**config.mk**
```make
export PLATFORM = sky130hd
export DESIGN_NAME = alu_writeback
export DESIGN_NICKNAME = d
export VERILOG_FILES = /design/src/rtl/alu_writeback.sv
export SDC_FILE = /design/constraint.sdc
export NUM_CORES = 1
export LEC_CHECK = 0
export CAP_MARGIN = 0
export CORE_AREA = 3 3 211 130
export CTS_CLUSTER_SIZE = 20
export DETAILED_ROUTE_END_ITERATION = 8
export DIE_AREA = 0 0 214 133
export SLEW_MARGIN = 20
export SYNTH_ARGS = -nofsm -noshare
export SYNTH_HDL_FRONTEND = slang
export SYNTH_SLANG_ARGS = --single-unit
export TNS_END_PERCENT = 50
```
**constraint.sdc**
```tcl
create_clock -name clk -period 2.3 [get_ports clk]
set_input_delay 0.23 -clock clk [delete_from_list [all_inputs] [get_ports clk]]
set_output_delay 0.23 -clock clk [all_outputs]
set_load 0.03 [all_outputs]
```
**src/rtl/alu_writeback.sv**
```systemverilog
// ---------------------------------------------------------------------------
// alu_writeback
//
// Writeback stage that sits directly behind the ALU. It captures one ALU
// result per accepted handshake and turns it into register-file writes:
// ordinary ops produce one write, MUL produces two consecutive writes
// (low word to rd, high word to rd+1) and stalls upstream for one cycle.
// The stage also owns the architectural Z/C flag register and a counter
// of performed register writes.
//
// Ports:
//   clk, rst_n      clock (rising edge) and asynchronous active-low reset
//   flush           synchronous discard of any pending write
//   in_valid        ALU result valid
//   in_ready        stage can accept a result this cycle
//   in_opcode       opcode that produced the result
//   in_rd           destination register
//   in_wb_en        result is written (0 = flags-only op)
//   in_result       full 2*DATA_W ALU result
//   in_z_flag       ALU zero flag
//   in_carry_flag   ALU carry flag
//   wr_en           register-file write strobe
//   wr_addr         register-file write address
//   wr_data         register-file write data
//   flag_z, flag_c  architectural zero / carry flags
//   wb_count        number of performed register writes (wraps)
// ---------------------------------------------------------------------------
module alu_writeback #(
    parameter int         DATA_W     = 32,
    parameter int         REG_ADDR_W = 5,
    parameter logic [3:0] MUL_OP     = 4'b0010
) (
    input  logic                  clk,
    input  logic                  rst_n,
    input  logic                  flush,
    input  logic                  in_valid,
    output logic                  in_ready,
    input  logic [3:0]            in_opcode,
    input  logic [REG_ADDR_W-1:0] in_rd,
    input  logic                  in_wb_en,
    input  logic [2*DATA_W-1:0]   in_result,
    input  logic                  in_z_flag,
    input  logic                  in_carry_flag,
    output logic                  wr_en,
    output logic [REG_ADDR_W-1:0] wr_addr,
    output logic [DATA_W-1:0]     wr_data,
    output logic                  flag_z,
    output logic                  flag_c,
    output logic [31:0]           wb_count
);

    // Opcodes whose carry output is architecturally meaningful.
    localparam logic [3:0] ADD_OP = 4'b0000;
    localparam logic [3:0] SUB_OP = 4'b0001;
    localparam logic [3:0] INC_OP = 4'b1010;
    localparam logic [3:0] DEC_OP = 4'b1011;

    typedef enum logic [1:0] {
        IDLE  = 2'd0,
        WR_LO = 2'd1,
        WR_HI = 2'd2
    } state_t;

    state_t state;
    state_t next_state;

    // Capture registers holding the result currently being written back.
    logic [3:0]            cap_opcode;
    logic [REG_ADDR_W-1:0] cap_rd;
    logic                  cap_wb_en;
    logic [2*DATA_W-1:0]   cap_result;
    logic                  cap_z;
    logic                  cap_c;

    // Last address/data shown on the write port, so the port holds its
    // value outside write cycles instead of showing stale capture data.
    logic [REG_ADDR_W-1:0] hold_addr;
    logic [DATA_W-1:0]     hold_data;

    logic                  accept;
    logic                  write_cycle;
    logic                  mul_lo;
    logic                  carry_op;
    logic [REG_ADDR_W-1:0] slot_addr;
    logic [DATA_W-1:0]     slot_data;

    // Next-state and output decode. The only cycle in which a new result
    // cannot be taken (apart from flush) is the low half of a MUL, because
    // the following cycle is already committed to the high-word write.
    // Flush wins over everything: it blocks the handshake, kills the write
    // strobe and returns the FSM to IDLE, dropping any pending HI write.
    always_comb begin
        next_state  = state;
        mul_lo      = 1'b0;
        in_ready    = 1'b1;
        accept      = 1'b0;
        write_cycle = 1'b0;
        slot_addr   = cap_rd;
        slot_data   = cap_result[DATA_W-1:0];
        wr_addr     = hold_addr;
        wr_data     = hold_data;
        wr_en       = 1'b0;

        mul_lo      = (state == WR_LO) && (cap_opcode == MUL_OP);
        in_ready    = !flush && !mul_lo;
        accept      = in_valid && in_ready;
        write_cycle = (state == WR_LO) || (state == WR_HI);

        if (state == WR_HI) begin
            slot_addr = cap_rd + REG_ADDR_W'(1);
            slot_data = cap_result[2*DATA_W-1:DATA_W];
        end

        if (write_cycle) begin
            wr_addr = slot_addr;
            wr_data = slot_data;
        end

        // r0 is hard-wired; a write aimed at it still uses its cycle.
        wr_en = write_cycle && cap_wb_en && (slot_addr != '0) && !flush;

        case (state)
            IDLE: begin
                if (accept) begin
                    next_state = WR_LO;
                end
            end
            WR_LO: begin
                if (mul_lo) begin
                    next_state = WR_HI;
                end else if (accept) begin
                    next_state = WR_LO;
                end else begin
                    next_state = IDLE;
                end
            end
            WR_HI: begin
                if (accept) begin
                    next_state = WR_LO;
                end else begin
                    next_state = IDLE;
                end
            end
            default: begin
                next_state = IDLE;
            end
        endcase

        if (flush) begin
            next_state = IDLE;
        end
    end

    // Carry is only architecturally updated by the arithmetic ops; logic
    // ops and MUL leave the previous carry in place.
    always_comb begin
        carry_op = 1'b0;
        case (cap_opcode)
            ADD_OP, SUB_OP, INC_OP, DEC_OP: carry_op = 1'b1;
            default:                        carry_op = 1'b0;
        endcase
    end

    // State register and capture registers. A new result is captured on
    // every accepted handshake; the capture stays put while the FSM walks
    // through the LO/HI write cycles of that result.
    always_ff @(posedge clk or negedge rst_n) begin
        if (!rst_n) begin
            state      <= IDLE;
            cap_opcode <= '0;
            cap_rd     <= '0;
            cap_wb_en  <= 1'b0;
            cap_result <= '0;
            cap_z      <= 1'b0;
            cap_c      <= 1'b0;
        end else begin
            state <= next_state;
            if (accept) begin
                cap_opcode <= in_opcode;
                cap_rd     <= in_rd;
                cap_wb_en  <= in_wb_en;
                cap_result <= in_result;
                cap_z      <= in_z_flag;
                cap_c      <= in_carry_flag;
            end
        end
    end

    // Remember whatever the write port showed during a write cycle, even a
    // suppressed one, so that idle cycles keep presenting the last value.
    always_ff @(posedge clk or negedge rst_n) begin
        if (!rst_n) begin
            hold_addr <= '0;
            hold_data <= '0;
        end else if (write_cycle) begin
            hold_addr <= slot_addr;
            hold_data <= slot_data;
        end
    end

    // Flags retire with the low-word cycle of each result, whether or not
    // the result is actually written. A flushed LO cycle changes nothing.
    always_ff @(posedge clk or negedge rst_n) begin
        if (!rst_n) begin
            flag_z <= 1'b0;
            flag_c <= 1'b0;
        end else if ((state == WR_LO) && !flush) begin
            flag_z <= cap_z;
            if (carry_op) begin
                flag_c <= cap_c;
            end
        end
    end

    // Count every strobe that actually reaches the register file.
    always_ff @(posedge clk or negedge rst_n) begin
        if (!rst_n) begin
            wb_count <= '0;
        end else if (wr_en) begin
            wb_count <= wb_count + 32'd1;
        end
    end

endmodule

```
### After elaboration in Yosys (flattened, before gate mapping)

Index checks and enable logic that the tools add are counted.

* bits in registers: 149
* input bits: 80
* output and inout port bits: 73
* word-level logic and storage cells: 46

* add/sub/neg operators: 2
* eq/ne operators: 7
* mux-type cells: 10
* reductions and logical operators: 15

Operator list (count)
* $mux 32: 2
* $add 32x1->32 const B: 1
* $mux 5: 2
* $eq 4x4->1 const B: 2
* $logic_and 1x1->1: 7
* $mux 2: 3
* $pmux 2 s3: 1
* $add 5x1->5 const B: 1
* $reduce_bool 5->1: 1
* $eq 4x1->1 const B: 1
* $eq 4x2->1 const B: 1
* $logic_not 4->1: 1
* $reduce_or 4->1: 1
* $ne 3x3->1 const B: 1
* $eq 2x1->1 const B: 1
* $eq 2x2->1 const B: 1
* $logic_not 1->1: 2
* $logic_not 2->1: 1
* $mux 1: 2
* $reduce_and 2->1: 1
* $logic_or 1x1->1: 1

### Longest topological paths before layout

* depth after elaboration: 9
* depth in mapped cells: 9
* gate-level depth less buffers: 7

### Worst setup path after synthesis

OpenSTA, ideal clock, no wires.

* kind: reg2reg
* start: reg state[0]
* end: reg cap_result[57]
* setup time: 0.125 ns
* arrival time: 2.165 ns
* required time: 2.175 ns
* slack: 0.010 ns
* cell stages (with the launch flop): 8
* path buffers: 3
* cell sequence: dfrtp_1 > ha_1 > a31oi_1 > and2_1 > buf_2 > buf_6 > buf_6 > mux2_4

* cells in the longest elaborated chain, start to end: 5

Ends and longest elaborated chain
* start: declaration: line 64 `state_t state;`
* start signal: assignment: line 177 `state <= next_state;`
* $eq 2x1->1: line 104 `mul_lo = (state == WR_LO) && (cap_opcode == MUL_OP);`
* $logic_and 1x1->1: line 104
* $logic_not 1->1: line 105 `in_ready = !flush && !mul_lo;`
* $logic_and 1x1->1: line 105
* net in_ready: line 37 `output logic in_ready,`
* $logic_and 1x1->1: line 106 `accept = in_valid && in_ready;`
* end signal: assignment: line 182 `cap_result <= in_result;`
* end: declaration: line 71 `logic [2*DATA_W-1:0] cap_result;`

The timed path passes the listed nets, and every way through them passes these cells.
A chain may end at the register's enable or synchronous reset.

### Worst setup path in the final report

* start: reg state[1]
* end: out wr_en

* cells in the longest elaborated chain, start to end: 5
* elaborated cells between the ends (all ways): 8
* those cells by class: eq/ne: 2; mux: 1; reduce/logical: 5

Ends and longest elaborated chain
* $eq 2x2->1 or $eq 2x1->1 (tied branches): line 107, 109
* $mux 5 or $logic_or 1x1->1 (tied branches): line 109, 107
* $reduce_bool 5->1 or $logic_and 1x1->1 (tied branches): line 120 `wr_en = write_cycle && cap_wb_en && (slot_addr != '0) && !flush;`
* $logic_and 1x1->1 * (2 in a row): line 120
* end: declaration: line 44 `output logic wr_en,`

Every way passes the cells marked *; elsewhere a longest branch is shown, timed or not.

==> metrics.sh <==
RUN_STATUS='finished with violations'
VIOLATED_CHECKS='negative setup slack'
INITIALDRTVIOLATIONCOUNT=138
FINAL_MIN_PERIOD_OVER_CLOCK_PERIOD_PCT=102
CRITICALPATHCATEGORY='reg -> out'
DRT.ANTENNA.VIOLATING_NETS=0
SETUP_SLACK_PS=-50.4
ANTENNA_FOUND_INITIAL=1
ROUTEDWLPERCELL_UM=16.5
MAX-SLEW-MARGIN-REL_PCT=64.5
NETLIST_TOP_CELLS_AREA='sky130_fd_sc_hd__dfrtp_1, sky130_fd_sc_hd__mux2_2, sky130_fd_sc_hd__mux2i_1, sky130_fd_sc_hd__xnor2_1, sky130_fd_sc_hd__a21oi_1'
TIMING_WORST_SLEW_PIN_VALUE_PS=533
WORST_EP_REQUIRED_TIME_PS=2070
DETAILEDROUTE.FIRSTPASSITERATIONCOUNT=4
DRC=0
CP.ARRIVAL_PS=2120
H-TREE-DEPTH=4
CLKSLEWWORSTSETUPHOLDPATHS_PS=60
POST_ROUTE_CELLS_DRIVE_ABOVE_1_SHARE_PCT=32.3
GRT_FIRST_PASS_WIRELENGTH_UM=26900
FINAL.HOLD.WORST_SLACK_PS=322
LARGEST_NET_DEGREE_AT_THE_START_OF_GLOBAL_ROUTING=53
CTS_TREE='yes'
VIAS_IN_THE_FIRST_GLOBAL_ROUTE=4588
GROUTE.USAGE.OVERALL_PCT=12.3
SYNTH_ENABLE_FLOP_CELLS=0
PLACE.GP.CONGESTION=0.698
POWER_PER_CELL_AREA_mW_PER_MM2=1030
YOSYS_REGISTER_BITS=149
TIMING.CRITICAL_PATH.TO_TYPE='primary output'
AVGVIACOUNTPERCELL=4.27
POST-ROUTE-MIN-PERIOD_PS=2350
DIODES=0
FINAL_CORE_UTILIZATION_PCT=36.4
SYNTHESIS.YOSYS.WARNINGS=0
SYNTH.CELL_AREA_MM2=0.00638
FINALNONFILLERCELLS=1021
FINAL_NET_COUNT=742
P_LEAK_nW=3.74
CELL_ACCOUNTING_FOR_THE_MOST_SYNTHESIZED_AREA='sky130_fd_sc_hd__dfrtp_1'
TIMING.MAX_CAP.VIOLATIONS=0
IR_WORST_VDD_V=0.000447
PLACE_AREA_MM2=0.00828
FLOW.AREA_GROWTH_FROM_SYNTHESIS_PCT=44.7
SYNTH.TOP_CELL.AREA_SHARE_PCT=58.4
FINALSETUPVIOLCOUNT=1
HOLD_PATH.CLASS='in -> async'
SYNTH_FLOP_CELL='sky130_fd_sc_hd__dfrtp_1'
FINALHOLDVIOLCOUNT=0
WORST-R2R-CELL-COUNT=8
DESIGN.CORE.AREA_MM2=0.0254
DIE_WIDTH_UM=214
IO-PIN-COUNT=153
SYNTH-SEQ-AREA-SHARE_PCT=58.4
FINAL_MAX_TRAN_VIOLS=0
NUMPORTBUFFERS=152
POSTSYNTHAREAPERCELL_UM2=13.0
VIA_COUNT_OF_THE_ROUTED_DESIGN=4364
FLOORPLAN.DIE.HEIGHT_UM=133
WORST_SETUP_PATH_START_KIND='register'
START_UTIL_PCT=25.1
NUM-FILL-CELLS=2473
SHARE_OF_SYNTHESIZED_FLIP_FLOPS_WITH_AN_ASYNCHRONOUS_SET_OR_RESET_PCT=100
GRT.OVERFLOW.TOTAL=0
CLOCKROOTBUFFER='sky130_fd_sc_hd__clkbuf_16'
POSTSYNTHNETCOUNT=576
ROWS=45
GRT_SETUP_UNREPAIRED='true'
DP.FINAL_HPWL_UM=10500
LAYOUT.CELL_AREA.NON_FILLER_MM2=0.00924
TOTALWIRELENGTH_UM=16900
WORST_SKEW_PAIR.LATE_LATENCY_PS=430
CP_MAX_FANOUT=4
PLACED_CELLS=976
MAX_CLOCK_FREQ_MHz=425
FP.DIEAREA_MM2=0.0285
TRITONCTS_NUM_SINKS=149
FINAL.SETUP_SKEW_PS=9.42
TOTAL_POWER_mW=9.49
CTS_MADE_BUFFERS=17
MAX-CLOCK-PATH-BUFFERS=2
NETLIST_INSTANCES=490
SYNTH_CELL_TYPE_COUNT=33
[per-stage QoR]
step	setup slack (ps)	TNS (ps)
2_1_floorplan	10.0	0
3_3_place_gp	197	0
3_5_place_dp	149	0
4_1_cts	-87.9	-471
5_1_grt	-134	-2210
6_report	-50.4	-50.4
[path summary, 6_finish.rpt]
kind | from | to | slack [ps]
worst max-delay path | state[1]$_DFFE_PN0P_ | wr_en | -50
worst min-delay path | rst_n | cap_result[62]$_DFFE_PN0P_ | 320
worst max register to register | state[1]$_DFFE_PN0P_ | wb_count[7]$_DFFE_PN0P_ | 90
worst min register to register | wb_count[29]$_DFFE_PN0P_ | wb_count[29]$_DFFE_PN0P_ | 490
max in group asynchronous | rst_n | cap_result[43]$_DFFE_PN0P_ | 1290
min in group clk | in_opcode[0] | cap_opcode[0]$_DFFE_PN0P_ | 400
[flip-flops by register name, indices dropped and copies added, names as in the netlist, 2 cells and up]
name and flops:
cap_result 64, cap_rd 5, state 2, wb_count 32, hold_data 32, cap_opcode 4
hold_addr 5
[Yosys cell counts, types with 9 or more instances]
cell type,count
sky130_fd_sc_hd__a21oi_1,37
sky130_fd_sc_hd__nor2_1,39
sky130_fd_sc_hd__mux2_2,71
sky130_fd_sc_hd__nand2_1,10
sky130_fd_sc_hd__dfrtp_1,149
sky130_fd_sc_hd__nand3_1,9
sky130_fd_sc_hd__nand4_1,21
sky130_fd_sc_hd__and2_1,10
sky130_fd_sc_hd__mux2i_1,33
sky130_fd_sc_hd__xnor2_1,29
sky130_fd_sc_hd__buf_2,13
[layout make-up]
cell class                 instances  area (um^2)  area share (%)
tap                              352          440            4.77
inverter                           4         15.0           0.163
clock inverter                    13          156            1.69
sequential                       149         3730            40.4
clock buffer                      19          443            4.80
multi-input combinational        309         2660            28.8
timing repair buffer             175         1790            19.4
[placed cells by master, fill, tap and decap left out, types with 4 or more instances in the layout]
cell,netlist,final
sky130_fd_sc_hd__a21oi_2,0,33
sky130_fd_sc_hd__dfrtp_1,149,147
sky130_fd_sc_hd__and3_1,8,8
sky130_fd_sc_hd__clkdlybuf4s50_1,0,112
sky130_fd_sc_hd__clkbuf_16,0,17
sky130_fd_sc_hd__buf_6,3,6
sky130_fd_sc_hd__mux2_4,7,7
sky130_fd_sc_hd__and2_1,10,9
sky130_fd_sc_hd__clkinv_2,0,5
sky130_fd_sc_hd__buf_12,0,8
sky130_fd_sc_hd__xor2_1,8,7
sky130_fd_sc_hd__mux2i_1,33,32
sky130_fd_sc_hd__nor2_1,39,39
sky130_fd_sc_hd__xnor2_1,29,29
sky130_fd_sc_hd__buf_4,2,43
sky130_fd_sc_hd__nand3_1,9,9
sky130_fd_sc_hd__mux2_2,71,71
sky130_fd_sc_hd__ha_1,6,4
sky130_fd_sc_hd__and4_1,7,7
sky130_fd_sc_hd__nand2_1,10,10
sky130_fd_sc_hd__nand4_1,21,21
[logic make-up (layout without fill, tap and decap cells)]
group                    count (synthesis)  count (layout)  share of synthesized area, %
AO/OA/AOI/OAI                           43              43                          4.00
AND/OR/NAND/NOR                        112             112                          9.29
buffers and inverters                   32             211                          2.67
XOR/XNOR                                37              37                          5.08
multiplexers                           111             111                          19.4
adder cells (fa/ha/maj)                  6               6                          1.18
flip-flops                             149             149                          58.4
[critical path, cell delays in order (launching register included)]
cell and delay [ps]:
sky130_fd_sc_hd__dfrtp_2 440, sky130_fd_sc_hd__ha_4 190, sky130_fd_sc_hd__or4_4 520, sky130_fd_sc_hd__o31ai_4 100, sky130_fd_sc_hd__a31oi_4 150, sky130_fd_sc_hd__buf_12 160
sky130_fd_sc_hd__buf_8 130
[per-layer routing]
| layer | track usage (%) | vias to the layer above | part of all wire, % | routed length (um) |
|---|---|---|---|---|
| met5 | 0 | - | 0.077 | 13 |
| li1 | - | 2066 | - | - |
| met2 | 17.1 | 100 | 42 | 7110 |
| met4 | 4.35 | 2 | 1.3 | 219 |
| met3 | 4.61 | 17 | 5.7 | 962 |
| met1 | 17.3 | 2179 | 51 | 8590 |
[timing repair]
| item | 4_1_cts | 5_1_grt |
|---|---|---|
| pin swaps | 3 | 3 |
| cloned | 3 | 0 |
| hold buffers | 1 | 0 |
| buffers inserted | 7 | 2 |
| endpoints found under the setup margin | 38 | 52 |
| hold endpoints to repair | 50 | 0 |
| gates resized for setup | 24 | 28 |
[power breakdown]
group / leakage [nW] / total, mW / internal [mW] / switching (mW)
logic: 1.65 / 3.16 / 1.35 / 1.82
registers: 1.79 / 3.47 / 3.21 / 0.255
clock network: 0.293 / 2.86 / 1.73 / 1.13
total: 3.74 / 9.49 / 6.29 / 3.20
No activity file was read; power rests on OpenSTA's default activity.
